### config.mk
export PLATFORM = sky130hd
export DESIGN_NAME = mem_port_arbiter
export DESIGN_NICKNAME = d
export VERILOG_FILES = /design/src/rtl/mem_port_arbiter_pkg.sv /design/src/rtl/mem_arb_fairness.sv /design/src/rtl/mem_port_arbiter.sv
export SDC_FILE = /design/constraint.sdc
export NUM_CORES = 1
export LEC_CHECK = 0
export BUFFER_PORTS_ARGS = -buffer_cell sky130_fd_sc_hd__buf_4
export CAP_MARGIN = 5
export CELL_PAD_IN_SITES_DETAIL_PLACEMENT = 1
export CELL_PAD_IN_SITES_GLOBAL_PLACEMENT = 2
export CORE_ASPECT_RATIO = 0.7
export CORE_MARGIN = 1
export CORE_UTILIZATION = 25
export CTS_BUF_LIST = sky130_fd_sc_hd__clkbuf_8 sky130_fd_sc_hd__clkbuf_16
export DETAILED_ROUTE_END_ITERATION = 12
export PLACE_DENSITY_LB_ADDON = 0.1
export SYNTH_ARGS = -nofsm -noshare
export SYNTH_HDL_FRONTEND = slang
export SYNTH_SLANG_ARGS = --single-unit
### constraint.sdc
create_clock -name clk -period 3.2 [get_ports clk]
set_input_delay 0.48 -clock clk [delete_from_list [all_inputs] [get_ports clk]]
set_output_delay 0.48 -clock clk [all_outputs]
set_load 0.01 [all_outputs]
### src/rtl/mem_port_arbiter_pkg.sv
// rtl/mem_port_arbiter_pkg.sv - shared encodings for the memory port arbiter
package mem_port_arbiter_pkg;

   typedef enum logic [1:0] {
      OWN_NONE = 2'd0,
      OWN_CPU  = 2'd1,
      OWN_DMA  = 2'd2
   } owner_e;

   typedef enum logic [1:0] {
      IDLE    = 2'd0,
      CPU_OWN = 2'd1,
      DMA_OWN = 2'd2
   } state_e;

   localparam int MEM_RD_LAT = 1;

   function automatic logic [3:0] sat_inc(input logic [3:0] v, input logic [3:0] lim);
      return (v >= lim) ? lim : v + 4'd1;
   endfunction

endpackage

### src/rtl/mem_arb_fairness.sv
// rtl/mem_arb_fairness.sv - DMA starvation counter and bounded lock tracking
module mem_arb_fairness
   import mem_port_arbiter_pkg::*;
#(
   parameter int MAX_WAIT = 4,
   parameter int MAX_LOCK = 3
) (
   input  logic clk,
   input  logic rst_n,
   input  logic dma_req,
   input  logic dma_lock,
   input  logic dma_own,
   input  logic dma_gnt,
   input  logic cpu_gnt,
   output logic force_dma,
   output logic lock_active
);

   localparam logic [3:0] WAIT_LIM = 4'(MAX_WAIT);
   localparam logic [3:0] LOCK_LIM = 4'(MAX_LOCK);

   logic [3:0] wait_cnt_q, wait_cnt_d;
   logic [3:0] lock_cnt_q, lock_cnt_d;
   logic       lock_held_q, lock_held_d;

   always_comb begin
      wait_cnt_d = '0;
      if (dma_req && cpu_gnt)
         wait_cnt_d = sat_inc(wait_cnt_q, WAIT_LIM);
      // A saturated lock count stays saturated until a non-locked grant, a CPU grant or an idle cycle
      lock_cnt_d = '0;
      if (dma_gnt && dma_lock)
         lock_cnt_d = sat_inc(lock_cnt_q, LOCK_LIM);
      lock_held_d = lock_held_q;
      if (dma_gnt)
         lock_held_d = dma_lock;
   end

   assign force_dma   = dma_req & (wait_cnt_q == WAIT_LIM);
   assign lock_active = dma_req & dma_own & lock_held_q & (lock_cnt_q < LOCK_LIM);

   always_ff @(posedge clk or negedge rst_n) begin
      if (!rst_n) begin
         wait_cnt_q  <= '0;
         lock_cnt_q  <= '0;
         lock_held_q <= 1'b0;
      end else begin
         wait_cnt_q  <= wait_cnt_d;
         lock_cnt_q  <= lock_cnt_d;
         lock_held_q <= lock_held_d;
      end
   end

endmodule

### src/rtl/mem_port_arbiter.sv
// rtl/mem_port_arbiter.sv - CPU/DMA arbiter in front of the unified single-port memory
module mem_port_arbiter
   import mem_port_arbiter_pkg::*;
#(
   parameter int AW       = 16,
   parameter int DW       = 16,
   parameter int MAX_WAIT = 4,
   parameter int MAX_LOCK = 3
) (
   input  logic          clk,
   input  logic          rst_n,
   input  logic          cpu_rd,
   input  logic          cpu_wr,
   input  logic [AW-1:0] cpu_addr,
   input  logic [DW-1:0] cpu_wdata,
   output logic [DW-1:0] cpu_rdata,
   output logic          cpu_stall,
   input  logic          dma_req,
   input  logic          dma_we,
   input  logic          dma_lock,
   input  logic [AW-1:0] dma_addr,
   input  logic [DW-1:0] dma_wdata,
   output logic          dma_gnt,
   output logic          dma_rvalid,
   output logic [DW-1:0] dma_rdata,
   output logic          mem_re,
   output logic          mem_we,
   output logic [AW-1:0] mem_addr,
   output logic [DW-1:0] mem_wdata,
   input  logic [DW-1:0] mem_rdata,
   output logic          err
);

   state_e        state_q, state_d;
   owner_e        rd_pipe_q [MEM_RD_LAT];
   owner_e        rd_pipe_d [MEM_RD_LAT];
   owner_e        rd_owner;
   logic [DW-1:0] cpu_hold_q, cpu_hold_d;
   logic [DW-1:0] dma_hold_q, dma_hold_d;
   logic          err_q, err_d;
   logic          cpu_req, dma_req_v;
   logic          win_cpu, win_dma;
   logic          force_dma, lock_active;

   // Requests are masked during reset so every output reads zero while rst_n is low
   assign cpu_req   = (cpu_rd | cpu_wr) & rst_n;
   assign dma_req_v = dma_req & rst_n;

   mem_arb_fairness #(
      .MAX_WAIT (MAX_WAIT),
      .MAX_LOCK (MAX_LOCK)
   ) u_fairness (
      .clk         (clk),
      .rst_n       (rst_n),
      .dma_req     (dma_req_v),
      .dma_lock    (dma_lock),
      .dma_own     (state_q == DMA_OWN),
      .dma_gnt     (win_dma),
      .cpu_gnt     (win_cpu),
      .force_dma   (force_dma),
      .lock_active (lock_active)
   );

   always_comb begin
      win_dma   = lock_active | force_dma | (dma_req_v & ~cpu_req);
      win_cpu   = cpu_req & ~win_dma;
      mem_re    = 1'b0;
      mem_we    = 1'b0;
      mem_addr  = '0;
      mem_wdata = '0;
      if (win_cpu) begin
         mem_we    = cpu_wr;
         mem_re    = cpu_rd & ~cpu_wr;
         mem_addr  = cpu_addr;
         mem_wdata = cpu_wdata;
      end else if (win_dma) begin
         mem_we    = dma_we;
         mem_re    = ~dma_we;
         mem_addr  = dma_addr;
         mem_wdata = dma_wdata;
      end
      dma_gnt   = win_dma;
      cpu_stall = cpu_req & ~win_cpu;

      state_d = IDLE;
      if (win_cpu)
         state_d = CPU_OWN;
      else if (win_dma)
         state_d = DMA_OWN;

      // Track who issued each read so the returning data lands on the right port
      rd_pipe_d[0] = OWN_NONE;
      if (mem_re)
         rd_pipe_d[0] = win_cpu ? OWN_CPU : OWN_DMA;
      for (int i = 1; i < MEM_RD_LAT; i++)
         rd_pipe_d[i] = rd_pipe_q[i-1];
      rd_owner = rd_pipe_q[MEM_RD_LAT-1];

      cpu_rdata  = (rd_owner == OWN_CPU) ? mem_rdata : cpu_hold_q;
      dma_rdata  = (rd_owner == OWN_DMA) ? mem_rdata : dma_hold_q;
      dma_rvalid = (rd_owner == OWN_DMA);
      cpu_hold_d = cpu_rdata;
      dma_hold_d = dma_rdata;

      err_d = err_q | (cpu_rd & cpu_wr);
      err   = err_q;
   end

   always_ff @(posedge clk or negedge rst_n) begin
      if (!rst_n) begin
         state_q    <= IDLE;
         cpu_hold_q <= '0;
         dma_hold_q <= '0;
         err_q      <= 1'b0;
         for (int i = 0; i < MEM_RD_LAT; i++)
            rd_pipe_q[i] <= OWN_NONE;
      end else begin
         state_q    <= state_d;
         cpu_hold_q <= cpu_hold_d;
         dma_hold_q <= dma_hold_d;
         err_q      <= err_d;
         for (int i = 0; i < MEM_RD_LAT; i++)
            rd_pipe_q[i] <= rd_pipe_d[i];
      end
   end

endmodule

==> metrics.md <==
| Metric | Value |
|---|---|
| Die area | 9005 um^2 |
| Die height | 79.70 um |
| Remaining global-route overflow | 0 |
| Synthesized flop and latch total | 46 |
| Final worst path period need | 2821 ps |
| Leakage power | 1.853 nW |
| Synth Flop Type | dfrtp_1 |
| Gate Count Post-Synth | 158 |
| Fillers | 865 |
| IO Pins | 157 |
| Flop2flop setup slack | 1210 ps |
| Synth warn | 0 |
| CTS tree | yes |
| Layout Skew | 1.926 ps |
| RSZ-0062 raised after global routing | false |
| Clock Tree Buf Depth | 2 |
| Clk slew on worst S/H paths | 60 ps |
| Fin crit share | 88.16% |
| CTS H-tree lvls | 2 |
| Crit end category | primary output |
| CP Launch Type | flip-flop |
| Post-synthesis async set-or-reset flop share | 100.0% |
| Final Hold Viols | 0 |
| Final instance count without filler cells | 418 |
| Global placement routability congestion | 0.6719 |
| DRT iter0 DRCs | 51 |
| Antenna-violating nets left | 0 |
| Nets | 406 |
| Initial Util | 26.59% |
| Hold Crit Class | in -> async |
| Cts hold-fix bufs | 0 |
| ANT cells | 0 |
| Slew Limit Fails | 0 |
| Clk_lat worst skew | 290 ps |
| Register Area | 1151 um^2 |
| Gr usage total | 15.12% |
| Max Clock Freq | 0.3545 GHz |
| Die X-Extent | 113.0 um |
| Final setup vio count | 0 |
| Initial antenna violation count | 0 |
| Outcome | finished clean |
| Core area | 8108 um^2 |
| CTS resizes | 0 |
| Layout cells sized above 1 | 64.67% |
| Pwr dens | 518.1 nW/um^2 |
| Sink Count | 46 |
| Sequential area share after synthesis | 53.40% |
| Setup tns final | 0 ps |
| Rows | 27 |
| Peak supply drop | 0.2286 mV |
| DRC violations left | 0 |
| Total wire length | 6852 um |
| Port bufs | 156 |
| First-pass GRT wire length | 10,610 um |
| CP max FO | 33 |
| Via count | 1,883 |
| Footprint of the multi-input gates | 897.1 um^2 |
| Max Cap Violations | 0 |
| Synth unique cells | 30 |
| Crit path required time | 2720 ps |
| Post-synth EDFFs | 0 |
| Layout area overhead | 66.22% |
| Vias in the first global route | 1,988 |
| Root Buffer | clkbuf_16 |
| Drt pass-1 iters | 3 |
| DP Cell Count | 410 |
| Tightest Pin Transition | 620.0 ps |
| Critical path class | reg -> out |
| Routed vias/inst | 4.505 |
| Syn avg cell area | 13.64 um^2 |
| Avg WL per Cell | 16.39 um |
| Rel. slew slack | 58.66% |
| TritonCTS Buffers | 5 |
| WP data arrival | 2340 ps |
| Detail Placement HPWL | 5402 um |
| Setup Buffers After CTS | 0 |
| Mapped cell area | 2156 um^2 |
| Largest net degree at the start of global routing | 49 |
==> layer usage <==
metal	part of all wire, %	up-vias	wire, um	track usage [%]
li1	-	896	-	-
met1	42	944	2911	19.05
met5	0	-	0	0
met2	54	37	3678	26.85
met4	0.99	0	68	3.947
met3	2.8	6	194	2.733
==> power breakdown <==
group / internal [mW] / switching (mW) / leakage [nW]
clock network: 0.370 / 0.224 / 0.0842
logic: 0.321 / 0.231 / 1.21
registers: 0.683 / 0.0279 / 0.560
==> flip-flops by register name, indices dropped and copies added (netlist names) <==
| register | count |
|---|---|
| cpu_hold_q | 16 |
| u_fairness.lock_held_q | 1 |
| u_fairness.wait_cnt_q | 4 |
| u_fairness.lock_cnt_q | 4 |
| err | 1 |
| state_q | 2 |
| rd_owner | 2 |
| dma_hold_q | 16 |
==> area by class of cell <==
type / count / share of cell area [%]
clock buffer: 5 / 3.492
clock inverter: 3 / 1.222
inverter: 5 / 0.5237
multi-input combinational: 97 / 25.03
sequential: 46 / 32.12
tap: 101 / 3.527
timing repair buffer: 161 / 34.08
==> synthesized netlist by cell type, types with 2 or more instances <==
| cell type | instances | area [um^2] |
|---|---|---|
| nor2b_1 | 2 | 12.51 |
| dfrtp_1 | 46 | 1151 |
| ha_1 | 3 | 37.54 |
| buf_4 | 3 | 22.52 |
| inv_1 | 5 | 18.77 |
| mux2_2 | 32 | 360.4 |
| and2_1 | 2 | 12.51 |
| buf_6 | 5 | 56.30 |
| clkbuf_1 | 2 | 7.510 |
| o211a_1 | 2 | 20.02 |
| a22o_1 | 32 | 280.3 |
| a21o_1 | 2 | 15.01 |
| nor2_1 | 2 | 7.510 |
| nand3b_1 | 2 | 15.01 |
| buf_2 | 2 | 10.01 |
| and3_1 | 2 | 12.51 |
==> stage by stage <==
stage                     total power [mW]  util (%)  cell area, um^2  worst slack (ps)  hold WS, ps
after floorplan                     0.9597         -             2163             975.8        184.4
after global placement               1.269     42.11             3415             750.4        444.6
after detailed placement             1.285     42.11             3415             681.6        451.0
after CTS                            1.880     44.20             3583             362.8        338.7
after global routing                 1.949     44.20             3583             200.9        369.5
final                                1.856     44.20             3583             378.9        307.9
==> critical path, stage by stage, from the launching register on <==
cell and delay [ps]:
dfrtp_1 380, ha_1 200, or3_4 400, o211ai_1 250
and2b_2 300, buf_12 220, a22o_1 170, buf_4 120
==> path summary, 6_finish.rpt <==
path,start,to,cells after the start
min in group clk,cpu_rd,err,2
worst max register to register,u_fairness.lock_cnt_q[0],u_fairness.lock_held_q,5
worst max-delay path,u_fairness.lock_cnt_q[0],mem_wdata[1],7
worst min register to register,err,err,1
worst min-delay path,rst_n,u_fairness.wait_cnt_q[1],2
max in group asynchronous,rst_n,dma_hold_q[7],2
==> logic make-up (layout without fill, tap and decap cells) <==
kind of cell	Yosys count	in the layout	share of synthesized area, %
buffers and inverters	17	174	5.340
other	1	3	0.1739
muxes	33	33	17.24
AOI/OAI and AO/OA	40	40	16.25
DFF	46	46	53.40
and+or+nand+nor	18	18	5.862
adders and majority gates	3	3	1.741
==> cells in the final DEF, fill, tap and decap left out, types with 2 or more instances in the layout <==
cell type	netlist	final
buf_4	3	160
dfrtp_1	46	46
a22o_1	32	32
mux2_2	32	32
inv_1	5	5
clkbuf_16	0	5
ha_1	3	3
conb_1	1	3
nand3b_1	2	2
o211a_1	2	2
a21o_1	2	2
nor2b_1	2	2
nor2_1	2	2
and3_1	2	2
and2_1	2	2
Power figures use the tool's default switching activity.
